--- src/rtl/pack6to8_pkg.sv ---
// Shared widths and bit-order helpers for the 6<->8 bit pack/unpack stages.
package pack6to8_pkg;

  localparam int unsigned SYM_W     = 6;
  localparam int unsigned BYTE_W    = 8;
  localparam int unsigned ACC_W     = 13;
  localparam int unsigned RD_THRESH = BYTE_W - 1;
  localparam int unsigned NB_W      = 4;

  typedef enum logic {
    ST_RUN   = 1'b0,
    ST_FLUSH = 1'b1
  } flush_state_e;

  function automatic logic [SYM_W-1:0] rev_sym(input logic [SYM_W-1:0] s);
    logic [SYM_W-1:0] r;
    for (int i = 0; i < int'(SYM_W); i++) r[i] = s[int'(SYM_W)-1-i];
    return r;
  endfunction

  function automatic logic [BYTE_W-1:0] rev_byte(input logic [BYTE_W-1:0] s);
    logic [BYTE_W-1:0] r;
    for (int i = 0; i < int'(BYTE_W); i++) r[i] = s[int'(BYTE_W)-1-i];
    return r;
  endfunction

endpackage

--- src/rtl/pack6to8.sv ---
// Packs 6-bit FIFO symbols into an 8-bit byte stream (4 sextets -> 3 bytes),
// with a one-byte ov/oe output register and a zero-padding flush.
module pack6to8
  import pack6to8_pkg::*;
#(
  parameter bit MSBF = 1'b1
) (
  input  logic              clk,
  input  logic              rst,
  input  logic [SYM_W-1:0]  pdi,
  input  logic              iv,
  output logic              rd,
  output logic [BYTE_W-1:0] pdo,
  output logic              ov,
  input  logic              oe,
  input  logic              flush,
  output logic              fdone
);

  flush_state_e      state_q, state_d;
  logic [ACC_W-1:0]  acc_q, acc_d;
  logic [NB_W-1:0]   nb_q, nb_d;
  logic [BYTE_W-1:0] pdo_d;
  logic              ov_d;
  logic              fdone_d;

  logic              nb_low;
  logic              take;
  logic [SYM_W-1:0]  sym_t;
  logic [ACC_W-1:0]  ins_base;
  logic [ACC_W-1:0]  acc_t;
  logic [NB_W-1:0]   nb_t;
  logic [BYTE_W-1:0] byte_t;
  logic              full;
  logic              pad;
  logic              emit;

  // Accumulator is MSB-aligned: oldest bit at acc[ACC_W-1], unused bits kept zero.
  always_comb begin
    state_d  = state_q;
    fdone_d  = 1'b0;
    nb_low   = (nb_q <= NB_W'(RD_THRESH));
    rd       = rst & (state_q == ST_RUN) & nb_low;
    take     = iv & nb_low;
    sym_t    = MSBF ? pdi : rev_sym(pdi);
    ins_base = {sym_t, {(ACC_W-SYM_W){1'b0}}};
    acc_t    = acc_q;
    nb_t     = nb_q;
    if (take) begin
      acc_t = acc_q | (ins_base >> nb_q);
      nb_t  = nb_q + NB_W'(SYM_W);
    end
    byte_t = acc_t[ACC_W-1 -: BYTE_W];
    full   = (nb_t >= NB_W'(BYTE_W));
    pad    = (state_q == ST_FLUSH) & (nb_t != '0);
    emit   = (full | pad) & (~ov | oe);

    acc_d = acc_t;
    nb_d  = nb_t;
    pdo_d = pdo;
    ov_d  = ov & ~oe;
    if (emit) begin
      acc_d = acc_t << BYTE_W;
      nb_d  = full ? (nb_t - NB_W'(BYTE_W)) : '0;
      pdo_d = MSBF ? byte_t : rev_byte(byte_t);
      ov_d  = 1'b1;
    end

    // Flush completes once the buffer is empty; extra flush pulses are ignored.
    case (state_q)
      ST_RUN: begin
        if (flush) state_d = ST_FLUSH;
      end
      ST_FLUSH: begin
        if (nb_t == '0) begin
          state_d = ST_RUN;
          fdone_d = 1'b1;
        end
      end
      default: state_d = ST_RUN;
    endcase
  end

  always_ff @(posedge clk) begin
    if (!rst) begin
      state_q <= ST_RUN;
      acc_q   <= '0;
      nb_q    <= '0;
      pdo     <= '0;
      ov      <= 1'b0;
      fdone   <= 1'b0;
    end else begin
      state_q <= state_d;
      acc_q   <= acc_d;
      nb_q    <= nb_d;
      pdo     <= pdo_d;
      ov      <= ov_d;
      fdone   <= fdone_d;
    end
  end

endmodule

--- config.mk ---
export PLATFORM = sky130hd
export DESIGN_NAME = pack6to8
export DESIGN_NICKNAME = d
export VERILOG_FILES = /design/src/rtl/pack6to8_pkg.sv /design/src/rtl/pack6to8.sv
export SDC_FILE = /design/constraint.sdc
export NUM_CORES = 1
export LEC_CHECK = 0
export CORE_MARGIN = 1.5
export CORE_UTILIZATION = 65
export CTS_BUF_LIST = sky130_fd_sc_hd__clkbuf_4
export CTS_CLUSTER_SIZE = 10
export DETAILED_ROUTE_END_ITERATION = 7
export DONT_BUFFER_PORTS = 1
export GPL_ROUTABILITY_DRIVEN = 0
export PLACE_DENSITY = 0.81
export SLEW_MARGIN = 10
export SYNTH_ARGS = -nofsm -noshare
export SYNTH_HDL_FRONTEND = slang
export SYNTH_SLANG_ARGS = --single-unit
--- constraint.sdc ---
create_clock -name clk -period 4.9 [get_ports clk]
set_input_delay 0.49 -clock clk [delete_from_list [all_inputs] [get_ports clk]]
set_output_delay 0.49 -clock clk [all_outputs]
set_load 0.05 [all_outputs]
=== Word-level counts from Yosys, hierarchy flattened ===
Cells that the tools add are included.

* Bits in registers: 28
* Input port bits: 11
* Output and inout bits: 11
* Logic and storage cells: 39

* Add/sub/neg operators: 2
* Magnitude comparators: 2
* Shifts and indexed selects: 1
* Multiplexer cells: 10
* Bitwise gates (word level): 13
* Reductions and logical operators: 4

{| class="wikitable"
|+ Operators with widths
! kind !! number
|-
| $mux 13 || 2
|-
| $or 13x13->13 || 1
|-
| $shr 13x4->13 || 1
|-
| $mux 4 || 3
|-
| $and 1x1->1 || 6
|-
| $add 4x3->4 const B || 1
|-
| $ge 4x4->1 const B || 1
|-
| $le 4x3->1 const B || 1
|-
| $logic_not 4->1 || 1
|-
| $mux 1 || 4
|-
| $not 1->1 || 4
|-
| $reduce_bool 4->1 || 1
|-
| $sub 4x4->4 const B || 1
|-
| $or 1x1->1 || 2
|-
| $pmux 1 s2 || 1
|-
| $reduce_and 2->1 || 1
|-
| $reduce_or 2->1 || 1
|}

=== Depth between registers and ports, before layout ===
* Depth after elaboration: 8
* Gate-level depth with buffers: 10
* Depth with buffers taken out: 6

=== Least setup slack after synthesis ===
Ideal clock, no wire load.

* Path type: in2out
* Start point: input port rst
* End point: output port rd
* Data arrival time: 1.895 ns
* Required time: 4.410 ns
* Slack: 2.515 ns
* Stages on the path: 3
* Path buffers: 1
* Path through: clkbuf_1 -> inv_1 -> nor3_1

* Cells in the longest elaborated chain, start to end: 2

{| class="wikitable"
|+ Ends and longest elaborated chain
! item !! RTL line !! text
|-
| start, declared || pack6to8.sv:9 || <nowiki>input logic rst,</nowiki>
|-
| $and 1x1->1 (2 in a row) || pack6to8.sv:43 || <nowiki>rd = rst & (state_q == ST_RUN) & nb_low;</nowiki>
|-
| end, declared || pack6to8.sv:12 || <nowiki>output logic rd,</nowiki>
|}

No other way between the ends.

=== Final worst setup path ===
* Start point: register nb_q[1]
* End point: register pdo[7]

* Cells in the longest elaborated chain, start to end: 7
* Elaborated cells on any way between the ends: 12
* Those cells by class: add/sub (1); order compare (2); shift (1); mux (2); bitwise (5); reduce/logical (1)

{| class="wikitable"
|+ Ends and longest elaborated chain
! item !! RTL line !! text
|-
| start, declared || pack6to8.sv:22 || <nowiki>logic [NB_W-1:0] nb_q, nb_d;</nowiki>
|-
| start signal, assigned || pack6to8.sv:95 || <nowiki>nb_q <= nb_d;</nowiki>
|-
| parallel branches: the longest is 7 deep, another holds $le 4x3->1 || -- ||
|-
| end signal, assigned || pack6to8.sv:96 || <nowiki>pdo <= pdo_d;</nowiki>
|-
| end, declared || pack6to8.sv:13 || <nowiki>output logic [BYTE_W-1:0] pdo,</nowiki>
|}

Several ways; the timed one is not identified.
A chain may end at the register's enable or synchronous reset.

==> flow_summary_export.csv <==
group,metric,value,unit
run_status,status,"completed",
power,switchingPower,258,uW
logic_synthesis,ys.flop_type,"dfxtp_1",
timing,setup-tns-final,0,ns
detailed_routing,drt-vias-per-instance,5.91,
timing,finClkSkew,0.000859,ns
logic_synthesis,synth_cells,130,
worst_setup_path,startpoint,"nb_q[1]",
worst_setup_path,regToRegEndpoint,"pdo[7]",
timing,min_period_over_period,0.433,
grt,antenna_found_initial,0,
power,ir_drop,388,uV
layout,drive_gt1_frac,0.0794,
floorplan,core,0.00175,sq mm
detailed_routing,drt_iter0_markers,34,
clock_tree,cts_tree,"yes",
grt,first_global_vias,800,
logic_synthesis,synth-adder-area-share,0.0104,
power,swShare,0.409,
timing,slew_headroom,0.523,
logic_synthesis,syn-num-nets,142,
logic_synthesis,synth_xor_area_frac,0.00725,
floorplan,die_x,46.1,um
power,clock_power_share,0.153,
detailed_routing,via_count,892,
clock_tree,cts_setup_buffers,0,
power,p_leak,0.000447,uW
grt,grt_pass1_wl,3420,um
logic_synthesis,syn-cell-area,0.00121,sq mm
worst_setup_path,cp-endpoint,"pdo[7]",
timing,rsz0062_at_grt,"false",
timing,worst_pin_slew,0.714,ns
logic_synthesis,synth_mux_area_frac,0.0911,
placed_design,dp_hpwl,1650,um
timing,period_minus_slack,2.12,ns
layout,fin_nets,139,
worst_setup_path,end_kind,"register",
flow_run,maxCapViolCount,0,
floorplan,start_util,0.692,
detailed_routing,postRouteAntennaNets,0,
layout,n_antenna_cell,0,
worst_setup_path,reg2reg_from,"nb_q[1]",
timing,maxSlewViolCount,0,
grt,track_usage,0.228,
layout,areaGrowthSynthToFinish,0.0000827,%
worst_setup_path,cp.required,5.16,ns
min_path,min_path_type,"input pin to register",
layout,final_common_cell,"dfxtp_1",
power,combPwrFrac,0.282,
worst_setup_path,rr_worst_depth,6,
worst_setup_path,crit_arrival,2.38,ns
power,power.density,520,mW/mm^2
grt,grt_max_degree,19,
power,seqPwrFrac,0.565,
timing,finalHoldViolations,0,
detailed_routing,drt_wl_total,2200,um
worst_setup_path,reg2reg_setup_slack,2.78,ns
logic_synthesis,synth-seq-area-share,0.447,
clock_tree,ctsResizeCount,0,
clock_tree,clk_transition_reported_paths,0.13,ns
clock_tree,hold_buffers,0,
detailed_routing,drt-wirelength-per-cell,14.6,um
logic_synthesis,async_reset_ff_frac,0,
clock_tree,clock_sinks,27,
clock_tree,cts_buffer_depth,2,
logic_synthesis,synth_top_family_by_area,"compound AO/OA/AOI/OAI gates",
placed_design,port_buffers,0,
placed_design,dp_cells,147,
worst_setup_path,path_class,"register to register",
grt,overflow,0,
logic_synthesis,yosys_warnings,0,
logic_synthesis,synth_compound_area_frac,0.201,
logic_synthesis,synthDistinctLibCells,34,
layout,nFillCells,152,
timing,setup-violations-final,0,
clock_tree,cts-htree-levels,1,
floorplan,die-height,46.1,um
floorplan,ioPinCount,22,
timing,fmax,472,MHz
worst_setup_path,crit_fanout,15,
detailed_routing,dr.pass1.iters,4,
clock_tree,clk_latency,0.32,ns
floorplan,std_cell_rows,15,
logic_synthesis,ys_seq_elements,27,
floorplan,dieArea,0.00213,sq mm
logic_synthesis,synth-simple-area-share,0.174,
detailed_routing,drc,0,
clock_tree,cts_buffers,3,
layout,final_cell_mix,"dfxtp_1 (27), mux2i_1 (11), nor2_1 (10), nand2_1 (10), a21oi_1 (10)",
layout,stdcell_count,151,
logic_synthesis,synth_area_per_cell,9.30,sq um
clock_tree,cts_root_buf,"clkbuf_4",
logic_synthesis,synth-edff-count,0,
worst_setup_path,critPathLaunchType,"register",
power,internal_power,371,uW
registers in the layout, summed over array words and instances (netlist names):
signal   flops
pdo          8
ov           1
nb_q         3
state_q      1
fdone        1
acc_q       13
critical path, stage by stage (launching register included):
cell	delay, ns
dfxtp_1	0.64
inv_1	0.12
ha_1	0.23
nor2b_1	0.21
o31a_1	0.33
and2_4	0.33
mux2i_1	0.20
Yosys cell counts, drive strengths merged (3+ instances only):
library cell	instances	area, sq um
dfxtp	27	541
a21oi	10	50.1
nor2b	4	25.0
nand2	10	37.5
a211oi	5	37.5
mux2i	11	110
nor2	10	37.5
inv	4	15.0
o21ai	9	45.0
clkbuf	4	16.3
nand4	3	18.8
o2111ai	3	26.3
buf	5	52.5
and3	3	18.8
cell families (layout without fill, tap and decap cells):
group,after synthesis,in the layout
and+or+nand+nor,40,40
adders and majority gates,1,1
muxes,11,11
AOI/OAI and AO/OA,37,37
DFF,27,27
xor gates and xnor gates,1,1
buffers and inverters,13,9
area by class of cell:
type	instances	area (sq um)	area share
Clock buffer	4	30.0	0.0248
Inverter	4	15.0	0.0124
Multi-Input combinational cell	90	584	0.483
Sequential cell	27	541	0.447
Tap cell	25	31.3	0.0259
Timing Repair Buffer	1	7.51	0.00621
power by group through the flow:
stage / registers (uW) / clock network (uW) / logic (uW)
final: 355 / 96.3 / 177
after floorplan: 343 / 0 / 189
after CTS: 356 / 98.2 / 177
after global routing: 361 / 108 / 196
after detailed placement: 361 / 0 / 175
after global placement: 359 / 0 / 172
stage by stage:
step	total power (uW)	setup slack [ns]	hold slack, ns	instance area, sq um	util
6_report	629	2.78	0.303	1210	0.692
5_1_grt	665	2.57	0.290	1210	0.692
2_1_floorplan	532	2.51	0.409	1210	-
4_1_cts	631	2.78	0.304	1210	0.692
3_5_place_dp	536	2.83	0.426	1180	0.675
3_3_place_gp	531	2.91	0.420	1180	0.675
worst min-delay path by stage:
stage / startpoint / to / depth (start not counted)
3_3_place_gp: acc_q[0] / acc_q[0] / 2
3_5_place_dp: acc_q[0] / acc_q[0] / 2
2_1_floorplan: acc_q[0] / acc_q[0] / 2
4_1_cts: rst / pdo[5] / 2
6_report: rst / pdo[5] / 2
5_1_grt: rst / pdo[3] / 2
routing by layer:
metal	vias up	track usage	part of all wire
met3	5	0.0706	0.066
li1	461	-	-
met1	404	0.320	0.47
met4	0	0.0857	0.014
met2	22	0.328	0.45
met5	-	0	0
No activity file was read; power rests on OpenSTA's default activity.
